File: config.mk
export PLATFORM = sky130hd
export DESIGN_NAME = sn74ls191
export DESIGN_NICKNAME = d
export VERILOG_FILES = /design/src/rtl/sn74ls191.sv
export SDC_FILE = /design/constraint.sdc
export NUM_CORES = 1
export LEC_CHECK = 0
export ABC_CLOCK_PERIOD_IN_PS = 1700
export CAP_MARGIN = 40
export CORE_AREA = 5 5 42 44
export DETAILED_ROUTE_END_ITERATION = 12
export DIE_AREA = 0 0 47 49
export GPL_TIMING_DRIVEN = 1
export SLEW_MARGIN = 5
export SYNTH_ARGS = -nofsm -noshare
export SYNTH_HDL_FRONTEND = slang
export SYNTH_SLANG_ARGS = --single-unit
File: constraint.sdc
create_clock -name clk -period 1.7 [get_ports clk]
set_clock_uncertainty 0.15 [all_clocks]
set_input_delay 0.34 -clock clk [delete_from_list [all_inputs] [get_ports clk]]
set_output_delay 0.34 -clock clk [all_outputs]
set_load 0.005 [all_outputs]
File: src/rtl/sn74ls191.sv
// sn74ls191 -- synchronous 4-bit up/down counter with parallel load.
//
// Parameters:
//   MODULUS  count modulus, 2..16 (16 = plain binary counter)
//
// Ports:
//   clk      single clock, all state changes on the rising edge
//   clr_n    asynchronous active-low clear
//   load_n   synchronous active-low parallel load (overrides counting)
//   cten_n   active-low count enable
//   down     count direction: 0 = up, 1 = down
//   d        parallel load data, d[0] = A ... d[3] = D
//   q        counter state, q[0] = QA ... q[3] = QD
//   max_min  terminal-count decode (max when counting up, zero when down)
//   rco_n    active-low ripple clock, low during the clk-low phase of an
//            enabled terminal-count cycle
module sn74ls191 #(
  parameter int unsigned MODULUS = 16
) (
  input  logic       clk,
  input  logic       clr_n,
  input  logic       load_n,
  input  logic       cten_n,
  input  logic       down,
  input  logic [3:0] d,
  output logic [3:0] q,
  output logic       max_min,
  output logic       rco_n
);

  localparam logic [3:0] TOP = 4'(MODULUS - 1);

  // Loaded values may sit above TOP; counting up from there wraps to 0,
  // hence the >= comparison rather than equality.
  always_ff @(posedge clk or negedge clr_n) begin
    if (!clr_n) begin
      q <= '0;
    end else if (!load_n) begin
      q <= d;
    end else if (!cten_n) begin
      if (!down) begin
        q <= (q >= TOP) ? '0 : q + 4'd1;
      end else begin
        q <= (q == '0) ? TOP : q - 4'd1;
      end
    end
  end

  always_comb begin
    max_min = down ? (q == '0) : (q >= TOP);
  end

  // Gated by the clock level so a cascaded stage sees one low pulse that
  // ends on the same rising edge that wraps this stage.
  always_comb begin
    rco_n = ~(max_min & ~cten_n & load_n & ~clk);
  end

endmodule

==> qor.yml, run 1 <==
status: "finished with violations"
violations: "setup timing"
yosysSeqAreaShare_pct: 29.41
drive_gt1_share_pct: 45.57
max_stage_delay_ns: 0.39
min_period_ns: 1.955
worstSkewPairLatency_ns: 0.34
fin_crit_sh_pct: 115.0
power_density_nw_per_um2: 818.2
worstSetupEndpointType: "primary output"
initialDrtViolationCount: 11
finalSetupTns_ns: -0.8837
ant_nets: 0
fin_cells: 95
wirelength_um: 1193
wl_per_cell_um: 12.56
fin_nets: 92
max_freq_mhz: 511.6
drt_pass1_iterations: 3
grt_antenna_before_repair: 0
drv_cap: 0
yosysTopAreaCell: "dfrtp_1"
critical_path_peak_fanout: 3
n_antenna_cell: 0
worst_slew_pin_slew_ns: 0.2390
fill_cells: 143
holdBufCountCts: 0
cp_slowest_cell: "dfrtp_1"
largest_reg_flops: 4
die_area_um2: 2303
critPathTopFamily: "flip-flops"
die_h_um: 49
hold_class: "in -> async"
synth_seq_cells: 4
power_uw: 580.5
place_inst: 83
largestRegisters: "q x4"
path_cells: "ha_2 > and3b_2 > nand2_2 > o21ai_2 > nand3_1 > buf_2"
multiInputGateArea_um2: 255.2
drc: 0
synth.distinct_cells: 23
grt_pass1_wl_um: 1932
path_clk_slew_ns: 0.04
post_drt_via_cell_ratio: 4.516
synth_top_area_share_pct: 29.41
postPlaceCellArea_um2: 581.8
use_met2_pct: 17.42
vias: 429
worstPathArrival_ns: 1.46
synth_common_cells: "nor2_1, a21oi_1, dfrtp_1, o21ai_0"
tritoncts: "built"
ys.flop_type: "dfrtp_1"
dp_hpwl_um: 778.8
relSlewSlack_pct: 83.82
grt_usage_pct: 12.23
worst_ep_required_time_ns: 1.21
utilization_pct: 50.63
path_class: "reg -> out"
ys.warnings.count: 0
syn-instance-count: 43
grtUsageMet1_pct: 13.78
syn_avg_cell_area_um2: 7.915
final_max_slew_viol_count: 0
gp_congestion: 0.8416
synth-edff-count: 0
setup.worst_path.start_class: "flop"
p_leak_uw: 0.0003290
die_w_um: 47
port_buffers: 14
rsz0062_at_grt: "true"
seq_area_um2: 100.1
grt-busiest-layer: "met2"
postLayoutCellArea_um2: 709.4
grt-ovfl-total: 0
netlist_area_um2: 340.3
syn_to_final_growth_pct: 108.5
grt_max_degree: 8
syn_nets: 54
core-area_um2: 1401
start_util_pct: 24.29
hold_viol_final: 0
ir_worst_vdd_mv: 0.5104
grtUsageMet3_pct: 3.690
grt_pass1_vias: 464
finalWorstSetupSlack_ns: -0.2547
setup_viol: 6
synth.most_common_cell: "nor2_1"
critPathBufInv: 1
top_register: "q"
async_reset_ff_share_pct: 100.0
pin_count: 15
rows: 14
synthTopCellsByArea: "dfrtp_1, ha_1, nor2_1"
==> cell families after synthesis <==
kind of cell	Yosys count	synth area share [%]
xor gates and xnor gates	2	5.148
buffers and inverters	6	6.982
adders and majority gates	2	7.352
AOI/OAI and AO/OA	13	23.90
muxes	2	6.250
and+or+nand+nor	14	20.96
DFF	4	29.41
==> per-layer routing <==
metal / wire, um / part of all wire, %
met4: 0 / 0
met1: 504 / 42
met5: 0 / 0
met3: 59 / 4.9
met2: 630 / 53
==> layout make-up <==
class | instances | share of cell area [%]
Inverter | 4 | 2.116
Clock buffer | 7 | 7.055
Timing Repair Buffer | 31 | 37.92
Sequential cell | 4 | 14.11
Multi-Input combinational cell | 33 | 35.98
Tap cell | 16 | 2.822
==> worst paths after layout <==
| path | start | end | slack (ns) | cells after the start |
|---|---|---|---|---|
| worst max-delay path | q[0] | rco_n | -0.25 | 6 |
| worst min-delay path | clr_n | q[1] | 0.06 | 1 |
| worst max register to register | q[0] | q[3] | -0.16 | 6 |
| worst min register to register | q[3] | q[3] | 0.58 | 3 |
| max in group asynchronous | clr_n | q[3] | 1.16 | 1 |
| min in group clk | d[2] | q[2] | 0.41 | 3 |
==> power breakdown <==
group	switching [uW]	internal [uW]	total (uW)
sequential	14.0	109	123
combinational	95.5	146	241
clock	57.2	159	216
total	167	414	580
==> through the flow <==
step / hold WS [ns] / worst slack (ns)
after floorplan: -0.1056 / 0.06616
after global placement: 0.4048 / -0.5659
after detailed placement: 0.4144 / -0.5724
after CTS: 0.06134 / -0.2315
after global routing: 0.07703 / -0.3397
final: 0.06426 / -0.2547
==> repair_timing <==
action,in CTS,in global routing
setup buffers,8,2
pin swaps,7,11
endpoints found under the setup margin,10,8
resized for setup,21,6
==> cells in the final DEF, fill, tap and decap left out, types with 2 or more instances in the layout <==
cell type,instances
nand2_1,2
buf_4,16
inv_1,2
dfrtp_1,4
nor2_1,6
buf_2,2
clkbuf_4,6
buf_6,2
xnor2_1,2
o21ai_0,3
a21oi_1,3
clkdlybuf4s50_1,10
inv_2,2
Power figures use the tool's default switching activity.
==> run 2, diff against run 1 <==
CELL_PAD_IN_SITES_DETAIL_PLACEMENT = 0   (was not set)
CELL_PAD_IN_SITES_GLOBAL_PLACEMENT = 2   (was not set)
CORE_AREA = not set   (was 5 5 42 44)
CORE_MARGIN = 5   (was not set)
CORE_UTILIZATION = 20   (was not set)
DIE_AREA = not set   (was 0 0 47 49)
PLACE_DENSITY_LB_ADDON = 0.1   (was not set)
==> run 2 against run 1 <==
Net effect: the flow still finishes with violations (setup timing); global-route usage down 1.7 points; sequential power about the same; cell count down 1.1%; final area down 6.5%; highest routed layer is now met4.
==> qor.yml, run 2 (synthesis gave the netlist of run 1 again) <==
die_w_um: 51.25  # was 47 um
drt_pass1_iterations: 4  # was 3
critical_path_peak_fanout: 4  # was 3
worst_ep_required_time_ns: 1.21  # about the same
finalHoldWorstSlack_ns: 0.05061  # was 0.06426 ns
start_util_pct: 20.37  # was 24.29%
path_class: "reg -> out"  # unchanged
r2r_setup_slack_ns: -0.19  # was -0.16 ns
worstSkewPairLatency_ns: 0.34  # about the same
wirelength_um: 1115  # was 1193 um
worst_slew_pin_slew_ns: 0.3140  # was 0.2390 ns
grt_pass1_vias: 506  # was 464
min_period_ns: 1.934  # was 1.955 ns
ant_nets: 0  # unchanged
pin_count: 15  # unchanged
worstPathArrival_ns: 1.44  # was 1.46 ns
fin_crit_sh_pct: 113.8  # was 115.0%
rsz0062_at_grt: "true"  # unchanged
cp_slowest_cell: "dfrtp_1"  # unchanged
max_freq_mhz: 517.1  # was 511.6 MHz
holdBufCountCts: 0  # unchanged
n_antenna_cell: 0  # unchanged
gp_congestion: 0.7749  # was 0.8416
reg2reg_from: "q[0]"  # unchanged
path_clk_slew_ns: 0.04  # about the same
path_cells: "ha_2 > and3b_1 > nand2_1 > o21ai_2 > nand3_1 > buf_2"  # was ha_2 > and3b_2 > nand2_2 > o21ai_2 > nand3_1 > buf_2
power_uw: 560.4  # was 580.5 uW
layout_common_cells: "buf_4, clkdlybuf4s50_1, nor2_1, clkbuf_4"  # was buf_4, clkdlybuf4s50_1, nor2_1, clkbuf_4, dfrtp_1
fin_nets: 90  # was 92
port_buffers: 14  # unchanged
dp_hpwl_um: 885.4  # was 778.8 um
r2r_cells: 6  # unchanged
layout_commonest_cell: "buf_4"  # unchanged
largest_reg_flops: 4  # unchanged
die_h_um: 51.25  # was 49 um
relSlewSlack_pct: 78.80  # was 83.82%
status: "finished with violations"  # unchanged
die_area_um2: 2627  # was 2303 um^2
setup_viol: 5  # was 6
wl_per_cell_um: 11.86  # was 12.56 um
core-area_um2: 1670  # was 1401 um^2
grt-ovfl-total: 0  # unchanged
violations: "setup timing"  # unchanged
drc: 0  # unchanged
hold_class: "in -> async"  # unchanged
drive_gt1_share_pct: 38.96  # was 45.57%
setup.worst_path.start_class: "flop"  # unchanged
postPlaceCellArea_um2: 583.1  # was 581.8 um^2
drv_cap: 0  # unchanged
vias: 437  # was 429
grt_antenna_before_repair: 0  # unchanged
largestRegisters: "q x4"  # unchanged
ir_worst_vdd_mv: 0.3971  # was 0.5104 mV
grt_pass1_wl_um: 1952  # was 1932 um
top_register: "q"  # unchanged
post_drt_via_cell_ratio: 4.649  # was 4.516
syn_to_final_growth_pct: 94.85  # was 108.5%
power_density_nw_per_um2: 845.1  # was 818.2 nW/um^2
p_leak_uw: 0.0003094  # was 0.0003290 uW
final_max_slew_viol_count: 0  # unchanged
grt_usage_pct: 10.50  # was 12.23%
grt_max_degree: 8  # unchanged
tritoncts: "built"  # unchanged
finalSetupTns_ns: -0.6035  # was -0.8837 ns
finalWorstSetupSlack_ns: -0.2338  # was -0.2547 ns
worstSetupEndpointType: "primary output"  # unchanged
hold_viol_final: 0  # unchanged
postLayoutCellArea_um2: 663.1  # was 709.4 um^2
r2r-end: "q[3]"  # unchanged
initialDrtViolationCount: 9  # was 11
max_stage_delay_ns: 0.40  # was 0.39 ns
rows: 15  # was 14
run 2: through the flow:
stage / instances / setup slack, ns / util (%)
after CTS: 92 / -0.2922 / 38.80
after detailed placement: 84 / -0.5757 / 34.91
after global routing: 94 / -0.3731 / 39.70
after global placement: 84 / -0.5682 / 34.91
after floorplan: 43 / 0.06616 / -
final: 94 / -0.2338 / 39.70
run 2: routing by layer:
metal | vias to the layer above | track usage (%) | wire length (um)
met5 | - | 0 | 0
met1 | 201 | 11.11 | 462
met2 | 13 | 15.67 | 574
met3 | 2 | 3.207 | 65
li1 | 221 | - | -
met4 | 0 | 11.35 | 12
run 2: critical path: cells and delay by family, from the launching register on:
kind / cells / cell delay [ns]
AO/OA/AOI/OAI: 1 / 0.06
adder cells (fa/ha/maj): 1 / 0.20
buffers and inverters: 1 / 0.13
flip-flops: 1 / 0.40
AND/OR/NAND/NOR: 3 / 0.31
run 2: final cells by class:
cell class                      count  area (um^2)
Multi-Input combinational cell     33        235.2
Tap cell                           17        21.27
Fill cell                         177         1007
Inverter                            4        15.01
Clock buffer                        7        50.05
Sequential cell                     4        100.1
Timing Repair Buffer               29        241.5
run 2: report_power, final:
part	internal, uW	switching [uW]	total, uW
clock network	159	60.4	220
registers	109	13.5	122
logic	133	86.0	219
total	400	160	560
run 2: worst max path at each step:
| stage | startpoint | to | slack (ns) | cells after the start |
|---|---|---|---|---|
| global placement | down | rco_n | -0.57 | 6 |
| finish | q[1] | rco_n | -0.23 | 6 |
| global route | q[0] | rco_n | -0.37 | 6 |
| floorplan | q[0] | rco_n | 0.07 | 5 |
| detailed placement | down | rco_n | -0.58 | 6 |
| CTS | q[1] | rco_n | -0.29 | 6 |
run 2: timing repair:
| action | 4_1_cts | 5_1_grt |
|---|---|---|
| setup endpoints to repair | 10 | 5 |
| hold endpoints to repair | 0 | 0 |
| resized for setup | 19 | 0 |
| pin swaps | 1 | 3 |
| buffers inserted | 2 | 2 |
